<file path="src/rtl/pwm_pkg.sv">
// Shared constants, types and helpers for the 16-channel PWM peripheral.
package pwm_pkg;

    localparam int unsigned NUM_CH          = 16;
    localparam int unsigned DUTY_W          = 8;
    localparam int unsigned CNT_W           = 8;
    localparam int unsigned PRESC_W         = 8;
    localparam int unsigned CLK_DIV_DEFAULT = 13;
    localparam int unsigned ADDR_W          = 8;

    localparam logic [ADDR_W-1:0] REG_EN_OUT_LO  = 8'h00;
    localparam logic [ADDR_W-1:0] REG_EN_OUT_HI  = 8'h01;
    localparam logic [ADDR_W-1:0] REG_EN_PWM_LO  = 8'h02;
    localparam logic [ADDR_W-1:0] REG_EN_PWM_HI  = 8'h03;
    localparam logic [ADDR_W-1:0] REG_PWM_DUTY   = 8'h04;

    typedef struct packed {
        logic [NUM_CH-1:0] en;
        logic [NUM_CH-1:0] pwm_mode;
    } ch_cfg_t;

    // Full-scale duty forces a solid high so 0xFF never drops a step per period.
    function automatic logic duty_level(input logic [CNT_W-1:0] cnt,
                                        input logic [DUTY_W-1:0] duty);
        return (duty == '1) || (cnt < duty);
    endfunction

endpackage

</file>
<file path="src/rtl/pwm_timebase.sv">
// Prescaler, 8-bit period counter and period-boundary pulse for the PWM block.
module pwm_timebase
    import pwm_pkg::*;
#(
    parameter int unsigned CLK_DIV = CLK_DIV_DEFAULT
) (
    input  logic             clk,
    input  logic             rst,
    output logic             tick,
    output logic [CNT_W-1:0] pwm_cnt,
    output logic             wrap,
    output logic             period_start
);

    logic [PRESC_W-1:0] presc_q, presc_d;
    logic [CNT_W-1:0]   cnt_q, cnt_d;
    logic               period_start_q, period_start_d;

    always_comb begin
        tick           = (presc_q == PRESC_W'(CLK_DIV - 1));
        wrap           = tick && (cnt_q == {CNT_W{1'b1}});
        presc_d        = tick ? '0 : presc_q + PRESC_W'(1);
        cnt_d          = cnt_q + CNT_W'(tick);
        period_start_d = wrap;
    end

    always_ff @(posedge clk or posedge rst) begin
        if (rst) begin
            presc_q        <= '0;
            cnt_q          <= '0;
            period_start_q <= 1'b0;
        end else begin
            presc_q        <= presc_d;
            cnt_q          <= cnt_d;
            period_start_q <= period_start_d;
        end
    end

    assign pwm_cnt      = cnt_q;
    assign period_start = period_start_q;

endmodule

</file>
<file path="src/rtl/pwm_peripheral.sv">
// 16-channel PWM peripheral: period-buffered shared duty, per-channel enable/mode mux.
module pwm_peripheral
    import pwm_pkg::*;
#(
    parameter int unsigned CLK_DIV = CLK_DIV_DEFAULT
) (
    input  logic              clk,
    input  logic              rst,
    input  logic [NUM_CH-1:0] en_out,
    input  logic [NUM_CH-1:0] en_pwm_mode,
    input  logic [DUTY_W-1:0] pwm_duty,
    output logic [NUM_CH-1:0] out,
    output logic              period_start
);

    logic              tick;
    logic              wrap;
    logic [CNT_W-1:0]  pwm_cnt;
    logic [CNT_W-1:0]  cnt_nxt;
    logic [DUTY_W-1:0] duty_act_q, duty_act_d;
    logic [NUM_CH-1:0] out_q, out_d;
    logic              pwm_level;
    ch_cfg_t           cfg;

    pwm_timebase #(
        .CLK_DIV (CLK_DIV)
    ) u_timebase (
        .clk          (clk),
        .rst          (rst),
        .tick         (tick),
        .pwm_cnt      (pwm_cnt),
        .wrap         (wrap),
        .period_start (period_start)
    );

    // Level is taken from next-state counter/duty so out lines up with period_start.
    always_comb begin
        cfg.en       = en_out;
        cfg.pwm_mode = en_pwm_mode;
        duty_act_d   = wrap ? pwm_duty : duty_act_q;
        cnt_nxt      = pwm_cnt + CNT_W'(tick);
        pwm_level    = duty_level(cnt_nxt, duty_act_d);
        out_d        = cfg.en & ((cfg.pwm_mode & {NUM_CH{pwm_level}}) | ~cfg.pwm_mode);
    end

    always_ff @(posedge clk or posedge rst) begin
        if (rst) begin
            duty_act_q <= '0;
            out_q      <= '0;
        end else begin
            duty_act_q <= duty_act_d;
            out_q      <= out_d;
        end
    end

    assign out = out_q;

endmodule

</file>
<file path="config.mk">
export PLATFORM = sky130hd
export DESIGN_NAME = pwm_peripheral
export DESIGN_NICKNAME = d
export VERILOG_FILES = /design/src/rtl/pwm_pkg.sv /design/src/rtl/pwm_timebase.sv /design/src/rtl/pwm_peripheral.sv
export SDC_FILE = /design/constraint.sdc
export NUM_CORES = 1
export LEC_CHECK = 0
export ABC_AREA = 1
export CORE_MARGIN = 2
export CORE_UTILIZATION = 29
export DETAILED_ROUTE_END_ITERATION = 8
export SYNTH_ARGS = -nofsm -noshare
export SYNTH_HDL_FRONTEND = slang
export SYNTH_SLANG_ARGS = --single-unit
</file>
<file path="constraint.sdc">
create_clock -name clk -period 2.8 [get_ports clk]
set_clock_uncertainty 0.15 [all_clocks]
set_input_delay 0.28 -clock clk [delete_from_list [all_inputs] [get_ports clk]]
set_output_delay 0.28 -clock clk [all_outputs]
set_load 0.1 [all_outputs]
</file>
Word-level counts from Yosys, hierarchy flattened. Index checks and enable logic that the tools add are counted.

Equality and inequality tests: 3. $lt $le $gt $ge: 1. $add $sub $neg: 2. Bitwise gates (word level): 4. Muxes and demuxes: 2. Reductions and logical operators: 2.

Operators with widths (number): 16-bit bitwise AND (2); 8-bit equality test, second input constant (2); 8-bit 2-to-1 mux (2); 16-bit inverter (1); 16-bit bitwise OR (1); 8-bit by 1-bit adder with 8-bit output (1); 8-bit by 1-bit adder with 8-bit output, second input constant (1); 8-bit by 4-bit equality test with 1-bit output, second input constant (1); 8-bit less-than comparator (1); 1-bit logical AND (1); 1-bit logical OR (1).

Word-level logic and storage cells: 19. Bits in registers: 41. Bits of input ports: 42.

Longest topological paths before layout.
Word-level depth: 8. Mapped depth: 20.

By module. From an unflattened synthesis, not the netlist that was laid out.

Cells, all modules: 249. Area total of the unflattened synthesis: 2228.4 um^2.

Modules (own cells, without submodules): pwm_peripheral (cells each 153, sequential area each 600.6 um^2, instances 1, area each 1411.4 um^2); pwm_timebase (cells each 96, sequential area each 425.4 um^2, instances 1, area each 817.0 um^2).

Worst setup path before layout. Ideal clock, no wire load.

Path kind: flip-flop to flip-flop. From: reg u_timebase.presc_q[0]. To: reg out_q[10] (netlist: out[10]). Data required time: 2.588 ns. Path buffers: 1. Library setup time: 0.062 ns. Arrival: 2.637 ns. Path slack: -0.049 ns. Stages on the path, launching flop included: 19. Path through: dfrtp_1 inv_1 ha_1 nand3_2 nor2_4 ha_1 ha_1 nand2_1 nor2_1 xor2_1 ha_1 nand2_1 nor2_1 a211oi_1 nand2_1 buf_2 nand3_2 nand2_1 inv_1.

Elaborated cells on any way between the ends: 10. Those cells by class: add/sub (1); order compare (1); eq/ne (2); mux (1); bitwise (3); reduce/logical (2).

RTL lines: from (decl) (RTL line pwm_timebase.sv:15) `logic [PRESC_W-1:0] presc_q, presc_d;`; from (signal assigned) (RTL line pwm_timebase.sv:33) `presc_q <= presc_d;`; 8-bit by 4-bit equality test with 1-bit output (RTL line pwm_timebase.sv:20) `tick = (presc_q == PRESC_W'(CLK_DIV - 1));`; 8-bit by 1-bit adder with 8-bit output (RTL line pwm_peripheral.sv:41) `cnt_nxt = pwm_cnt + CNT_W'(tick);`; net cnt_nxt[6] (RTL line pwm_peripheral.sv:19) `logic [CNT_W-1:0] cnt_nxt;`; 8-bit less-than comparator (RTL line pwm_pkg.sv:25) `return (duty == '1) || (cnt < duty);`; 1-bit logical OR (RTL line pwm_pkg.sv:25); 16-bit bitwise AND (RTL line pwm_peripheral.sv:43) `out_d = cfg.en & ((cfg.pwm_mode & {NUM_CH{pwm_level}}) | ~cfg.pwm_mode);`; 16-bit bitwise OR (RTL line pwm_peripheral.sv:43); 16-bit bitwise AND (RTL line pwm_peripheral.sv:43); net out_d[10] (RTL line pwm_peripheral.sv:21) `logic [NUM_CH-1:0] out_q, out_d;`; to (signal assigned) (RTL line pwm_peripheral.sv:52) `out_q <= out_d;`; to (decl) (RTL line pwm_peripheral.sv:21).

The timed path passes the listed nets, and every way through them passes these cells.

Final worst setup path.
From: reg u_timebase.presc_q[0]. To: reg out_q[0] (netlist: out[0]).

The elaborated chain is that of the path after synthesis.

==> flow_summary_export.csv <==
group,metric,value,unit
outcome,status,"complete, but fails checks",
outcome,violations,"negative setup slack",
sta,drv_slew,0,
pwr,power_frac_clock,0.310,
drt,drtIter0Drc,31,
pwr,switching_power,0.321,mW
layout,synthToLayoutAreaGrowth,51.9,%
pwr,switching_share,0.277,
floorplan,dieArea,0.00764,mm2
pwr,p_seq_frac,0.523,
synth,ys_ff_latch,41,
floorplan,dieWidth,87.4,um
sta,rsz0062_at_grt,"yes",
grt,grt_pass1_wl,7.44,mm
clocking,clk_pin_slew,80,ps
drt,dr.pass1.iters,4,
layout,diodes,0,
sta,setup_violations,16,
floorplan,top_level_ports,59,
placed_design,port_buffers,58,
layout,layout.nets,352,
sta,hold_violations,0,
drt,routed_wl,4.49,mm
sta,slew_headroom,0.649,
critical_path,reg2regPathDepth,18,
pwr,p_leak,1.59,nW
sta,max_slew.worst_pin.slew,527,ps
critical_path,arrival,2920,ps
critical_path,critical_path_required,2830,ps
grt,grt_overflow,0,
floorplan,core,0.00676,mm2
sta,period_share,1.03,
critical_path,worstReg2RegEnd,"out[0]",
pwr,powerDensity,378,mW/mm2
placed_design,gp_congestion,0.735,
critical_path,reg2reg_slack,-90,ps
clocking,cts_tree,"built",
synth,synthCells,214,
pwr,total_power,1.16,mW
synth,synth.avg_cell_area,9.42,um2
drt,via_count,1588,
synth,netlist_area,0.00202,mm2
floorplan,initial_core_util,0.299,
sta,finalWorstSetupSlack,-86.2,ps
placed_design,hpwl,3.06,mm
pwr,peakVddDrop,0.000196,V
grt,track_usage,0.125,
drt,antenna_left,0,
critical_path,cp_max_fo,8,
clocking,cts_max_level,2,
pwr,internal-power,0.838,mW
synth,yosysSeqAreaShare,0.509,
grt,antenna_found_initial,0,
clocking,clk_latency,290,ps
drt,drcViolationCount,0,
flow_run,max_cap_viol_count,0,
critical_path,critPathLaunch,"u_timebase.presc_q[0]",
sta,fin_crit,2890,ps
hold_path,hold_class,"input port to asynchronous set/reset pin",
critical_path,critPathKind,"flop to flop",
layout,drive_gt1_frac,0.319,
drt,wl_per_cell,11.9,um
synth,synth_cell_type_count,31,
synth,synth_nets,267,
clocking,clockBufferDepth,2,
critical_path,critical_path.startpoint_type,"flop",
clocking,hold_buffers,0,
critical_path,end_kind,"flop",
clocking,cts_buffers,5,
sta,setup_tns,-1110,ps
floorplan,chipHeight,87.4,um
synth,yosysWarnings,0,
critical_path,r2r-start,"u_timebase.presc_q[0]",
clocking,cts.sinks,41,
grt,grt_pass1_vias,1614,
floorplan,num_rows,30,
drt,viasPerCell,4.20,
clocking,root_buffer,"clkbuf_8",
sta,fmax,346,MHz
pwr,combPwrFrac,0.167,
placed_design,place_worst_setup_slack,-65.1,ps
grt,grt_max_degree,42,
[Yosys cell counts, drive strengths merged]
library cell   n  area (um2)
a211oi         1        7.51
a21oi          3        15.0
and2           1        6.26
and3           1        6.26
buf            3        27.5
clkinv         2        7.51
dfrtp         41        1030
ha            11         138
inv           44         165
nand2         50         193
nand3         22         178
nand3b         1        7.51
nand4          1        6.26
nor2          11        48.8
nor3           2        21.3
nor3b          2        15.0
o21a           1        7.51
o21ai          5        43.8
or2            3        18.8
xnor2          4        35.0
xor2           5        43.8
[sequential cells by signal, summed over array words and instances (netlist names)]
signal / flops
duty_act_q: 8
u_timebase.period_start: 1
u_timebase.presc_q: 8
u_timebase.pwm_cnt: 8
out: 16
[repair_timing]
item	4_1_cts	5_1_grt
setup buffers	11	0
gates cloned	1	0
gates resized for setup	15	23
pin swaps	15	13
endpoints found under the hold margin	0	0
endpoints found under the setup margin	16	17
[metrics by stage]
| step | util | instances | hold slack (ps) | area (um2) |
|---|---|---|---|---|
| 4_1_cts | 0.443 | 380 | 299 | 2990 |
| 3_5_place_dp | 0.405 | 362 | 338 | 2740 |
| 3_3_place_gp | 0.405 | 362 | 340 | 2740 |
| 2_1_floorplan | - | 214 | 234 | 2020 |
| 5_1_grt | 0.454 | 378 | 356 | 3060 |
| 6_report | 0.454 | 378 | 272 | 3060 |
[final cells by class]
| cell class | instances | area, um2 |
|---|---|---|
| fillers | 652 | 3690 |
| inverters | 46 | 173 |
| clock inverters | 1 | 5.00 |
| clock buffers | 5 | 68.8 |
| flip-flops and latches | 41 | 1030 |
| well taps | 80 | 100 |
| repair buffers | 81 | 762 |
| multi-input cells | 124 | 930 |
[placed cells by master, fill, tap and decap left out, types with 7 or more instances in the layout]
master,instances
nand2_1,41
dfrtp_1,41
clkdlybuf4s50_1,41
inv_1,37
buf_4,33
nand3_2,15
nand2_2,8
nor2_1,7
inv_2,7
ha_1,7
[kinds of logic after synthesis]
group / after synthesis / synth area share
AO/OA/AOI/OAI: 10 / 0.0366
XOR/XNOR: 9 / 0.0391
adder cells (fa/ha/maj): 11 / 0.0682
buffers and inverters: 49 / 0.0992
flip-flops: 41 / 0.509
AND/OR/NAND/NOR: 94 / 0.248
[metal layers]
| layer | wire, um | track usage |
|---|---|---|
| met4 | 127 | 0.0517 |
| met5 | 0 | 0 |
| met3 | 174 | 0.0322 |
| met1 | 1870 | 0.154 |
| met2 | 2310 | 0.207 |
[worst max-delay path, cell delays in order, from the launching register on]
cell      delay (ps)
dfrtp_1          380
inv_1             70
ha_2             170
nand3_2           90
nor2_4           150
ha_4             170
nand4_1           90
nand3b_1         230
xnor2_2          170
ha_1             340
nand2_2           90
buf_6            120
nor2_4            70
nand2_2           70
nand2_4          110
buf_12           140
nand3_2           60
nand2_1           70
inv_1             40
[power by group through the flow]
stage | Combinational (mW) | Clock, mW | Sequential, mW
after floorplan | 0.0183 | 0 | 0.706
after global placement | 0.194 | 0 | 0.619
after detailed placement | 0.194 | 0 | 0.619
after CTS | 0.194 | 0.376 | 0.607
after global routing | 0.204 | 0.404 | 0.608
final | 0.194 | 0.359 | 0.607
[worst max path at each step]
stage | depth (start not counted) | slack, ps | to
2_1_floorplan | 18 | 0.6 | out[10]
3_3_place_gp | 18 | -20 | out[15]
3_5_place_dp | 18 | -70 | out[15]
4_1_cts | 17 | -30 | out[4]
5_1_grt | 18 | -280 | out[0]
6_report | 18 | -90 | out[0]
Note: power is estimated with default switching activity, not from simulation.
==> patch 1 (same settings) <==
Make the reset (`rst`) synchronous in 2 clocked blocks.
--- a/src/rtl/pwm_timebase.sv
+++ b/src/rtl/pwm_timebase.sv
@@ -26,3 +26,3 @@
 
-    always_ff @(posedge clk or posedge rst) begin
+    always_ff @(posedge clk) begin
         if (rst) begin
--- a/src/rtl/pwm_peripheral.sv
+++ b/src/rtl/pwm_peripheral.sv
@@ -45,3 +45,3 @@
 
-    always_ff @(posedge clk or posedge rst) begin
+    always_ff @(posedge clk) begin
         if (rst) begin
Function: differs if rst is asserted again (counterexample within 4 cycles, from zero or initial values and one cycle with rst high); with rst held inactive, the same outputs for 10 cycles.
==> patch 1 against the unedited design <==
- count of clock-buffer cells in the layout is the same
- critical endpoint is now out[13]$_SDFF_PP0_
- sequential cell count did not move
- setup slack gained 0.20 ns
- final area is 0.61% lower
- synthesized area up 6.1%
- sequential share of layout area fell by 6.4 points
- wire length rose by 1.1%
- fmax up 7.3%
- total power about the same
- combinational power is 2% higher
==> patch 1: results (changes against the unedited design) <==
| Metric | Value |
|---|---|
| Post-synth ARST share | 0% (-100 points) |
| Wirelength per Cell | 9.99 um (-16%) |
| Xor-xnor portion of the synthesized cell area | 1.64% (-2.3 points) |
| Iter 0 DRT Violations | 34 (+9.7%) |
| Multi-input combinational cell area | 1110 um2 (+19%) |
| Hpwl dp | 3.30 mm (+7.9%) |
| Total GRT Usage | 11.3% (-1.3 points) |
| Adder-cell share of the synthesized area | 5.85% (-0.98 points) |
| Vias in the first global route | 1,748 (+8.3%) |
| R2R depth | 20 (+2) |
| Nets | 408 (+16%) |
| Slew HR | 56.7% (-8.1 points) |
| Setup Slack @ Placement | -0.0280 ns (+0.0371 ns) |
| Top cells by area, synth | dfxtp_1, inv_1, nor2_1 |
| CP max-delay cell | dfxtp_2 |
| Multi-input gate count | 171 (+38%) |
| Dpl cells | 442 (+22%) |
| Mapped Avg Cell Area | 7.48 um2 (-21%) |
| Num tapcells | 99 (+24%) |
| Syn. warnings | 0 (unchanged) |
| Clk tree area frac | 2.42% (+0.015 points) |
| Register area share after synthesis | 38.4% (-13 points) |
| First-pass GRT wire length | 7.53 mm (+1.2%) |
| Hold Crit Class | flip-flop to flip-flop |
| R2r endpoint | out[13]$_SDFF_PP0_ |
| Distinct cells, synth | 29 (-6.5%) |
| Worst path max stage delay | 0.33 ns (-0.05 ns) |
| Pwr/cell area | 381 nW/um2 (+0.69%) |
| Synthesized Nets | 338 (+27%) |
| Net Switching | 0.000315 W (-1.9%) |
| CP Data Arrival Time | 2.78 ns (-0.14 ns) |
| Reg area | 823 um2 (-20%) |
| Vias/cell | 4.00 (-4.9%) |
| Setup ws final | 0.111 ns (+0.197 ns) |
| Status | finished clean |
| Compound-Gate Fraction of Synth Area | 4.04% (+0.38 points) |
| M1 wire length | 2.11 mm (+13%) |
| Max VDD drop | 153 uV (-22%) |
| P_leak | 1.62 nW (+2.0%) |
| Power share of the clock group | 31.1% (about the same) |
| Filler cells | 739 (+13%) |
| Number of buffers created by CTS | 5 (unchanged) |
| Antenna diodes | 0 (unchanged) |
| Placed Area | 2820 um2 (+2.9%) |
| Buffer share of cell area | 21.4% (-3.5 points) |
| Reg2reg setup slack | 0.11 ns (+0.20 ns) |
| DRT Wirelength | 4.54 mm (+1.1%) |
| Routability cong. | 0.747 (+1.6%) |
| Met2 wire len | 2.23 mm (-3.7%) |
| Commonest cells post-synth | inv_1, nor2_1, nand2_1 |
| Fraction of area in multi-input gates | 36.3% (+6.0 points) |
| Layout cells sized above 1 | 25.6% (-6.2 points) |
| P_comb | 0.000198 W (+2%) |
| CP Launch Point | u_timebase.presc_q[1]$_SDFF_PP0_ |
[patch 1: changes by cell type in the layout (fill, tap and decap cells not counted), sizes merged, moves of 2 or more]
cell	change
inv	+23
dfxtp	+41
buf	-13
xor2	-2
nand3	-2
xnor2	-3
dfrtp	-41
a21oi	+2
o21bai	+2
nor2	+38
nand2	+12
nor3	+5
[patch 1: cells by family (layout without fill, tap and decap cells)]
| group | count (synthesis) | count (layout) |
|---|---|---|
| buf+inv | 74 | 143 |
| fa+ha+maj | 10 | 10 |
| flops | 41 | 41 |
| xor+xnor | 4 | 4 |
| simple gates | 144 | 144 |
| compound gates | 13 | 13 |
[patch 1: layer usage]
layer	vias to the layer above	GRT usage (%)
met3	5	2.77
met4	0	3.46
met1	801	13.7
li1	979	-
met5	-	0
met2	29	19.6
[patch 1: what timing repair did]
action,in CTS,in global routing
gates cloned,0,1
gates resized for setup,1,24
endpoints found under the setup margin,16,16
setup buffers,0,5
pin swaps,0,14
==> patch 2 (same flow settings) <==
Made on the original files. Change the package constant `CLK_DIV_DEFAULT` from 13 to 6.
--- a/src/rtl/pwm_pkg.sv
+++ b/src/rtl/pwm_pkg.sv
@@ -7,3 +7,3 @@
     localparam int unsigned PRESC_W         = 8;
-    localparam int unsigned CLK_DIV_DEFAULT = 13;
+    localparam int unsigned CLK_DIV_DEFAULT = 6;
     localparam int unsigned ADDR_W          = 8;
Behaviour: same outputs for any inputs over 10 cycles, from zero or initial values and one cycle with rst high; that may be too few to reach the edited logic, so the function may still have changed.
==> patch 2 against the unedited design <==
- setup slack improved by 0.12 ns
- synthesized area increased by 5.8%
- non-clock buffer count decreased by 3
- sequential power about the same
- final area increased by 4.0%
- sequential cell count unchanged
- hold slack got worse by 0.020 ns
- total power increased by 12%
- wire length decreased by 1.4%
- critical path type unchanged
- critical endpoint is now out[13]$_DFF_PP0_
==> patch 2: results (changes against the unedited design) <==
| Metric | Value |
|---|---|
| Met2 wire len | 2.22 mm (-3.9%) |
| DR WL met3 | 220 um (+26%) |
| Register area share after synthesis | 48.1% (-2.8 points) |
| GR Util met2 | 19.3% (-1.4 points) |
| Placed Area | 2860 um2 (+4.3%) |
| Post-cts resize count | 10 (-5) |
| Top cells by area, synth | dfrtp_1, nand2_1, ha_1 |
| Layout cells sized above 1 | 37.1% (+5.3 points) |
| Nets | 359 (+2.0%) |
| Filler cells | 678 (+4.0%) |
| Buffer share of cell area | 21.8% (-3.0 points) |
| Status | finished clean |
| Net Switching | 0.000333 W (+3.7%) |
| P_clk | 0.000499 W (+39%) |
| DRT Wirelength | 4.42 mm (-1.4%) |
| Signal inverters | 45 (-2.2%) |
| Vias in the first global route | 1,590 (-1.5%) |
| Met3 GRT Util | 3.02% (-0.21 points) |
| Critical R2R Launch | u_timebase.presc_q[1]$_DFF_PP0_ |
| Post-CTS setup buffer count | 3 (-8) |
| Compound-Gate Fraction of Synth Area | 2.29% (-1.4 points) |
| Clk tree area frac | 3.65% (+1.2 points) |
| Max VDD drop | 137 uV (-30%) |
| Xor-xnor portion of the synthesized cell area | 4.11% (+0.20 points) |
| Iter 0 DRT Violations | 81 (+160%) |
| Multi-input combinational cell area | 1050 um2 (+13%) |
| Reg2reg setup slack | 0.04 ns (+0.12 ns) |
| First-pass GRT wire length | 7.28 mm (-2.1%) |
| GR Util met1 | 13.3% (-2.1 points) |
| Commonest cells post-synth | nand2_1, dfrtp_1, inv_1 |
| Fraction of area in multi-input gates | 33.0% (+2.6 points) |
| Hpwl dp | 3.12 mm (+2.0%) |
| Setup Slack @ Placement | -0.0751 ns (-0.00995 ns) |
| CP Data Arrival Time | 2.85 ns (-0.07 ns) |
| P_leak | 1.67 nW (+4.9%) |
| Routability cong. | 0.719 (-2.2%) |
| Adder-cell share of the synthesized area | 6.45% (-0.37 points) |
| CP Launch Point | u_timebase.presc_q[1]$_DFF_PP0_ |
| Distinct cells, synth | 30 (-3.2%) |
| Worst slew pin tran | 0.526 ns (-0.00116 ns) |
| Nonclk buf count | 78 (-3.7%) |
patch 2: cell types whose count changed after synthesis, moves of 3 or more:
cell | before | now
nand2_4 | 0 | 8
inv_1 | 40 | 34
inv_2 | 4 | 9
nand2_1 | 48 | 45
nand2_2 | 2 | 5
nor2_2 | 0 | 3
or2_1 | 3 | 0
patch 2: stage by stage:
step / hold slack [ns] / instances
after detailed placement: 0.343 / 387
after CTS: 0.280 / 399
final: 0.251 / 406
after floorplan: 0.234 / 222
after global placement: 0.332 / 387
after global routing: 0.334 / 406
patch 2: worst paths after layout:
| kind | to | cells after the start |
|---|---|---|
| worst min-delay path | u_timebase.presc_q[3]$_DFF_PP0_ | 3 |
| worst min register to register | duty_act_q[1]$_DFF_PP0_ | 2 |
| worst max-delay path | out[13]$_DFF_PP0_ | 16 |
| worst max register to register | out[13]$_DFF_PP0_ | 16 |
| min in group clk | out[8]$_DFF_PP0_ | 3 |
| max in group asynchronous | out[1]$_DFF_PP0_ | 3 |
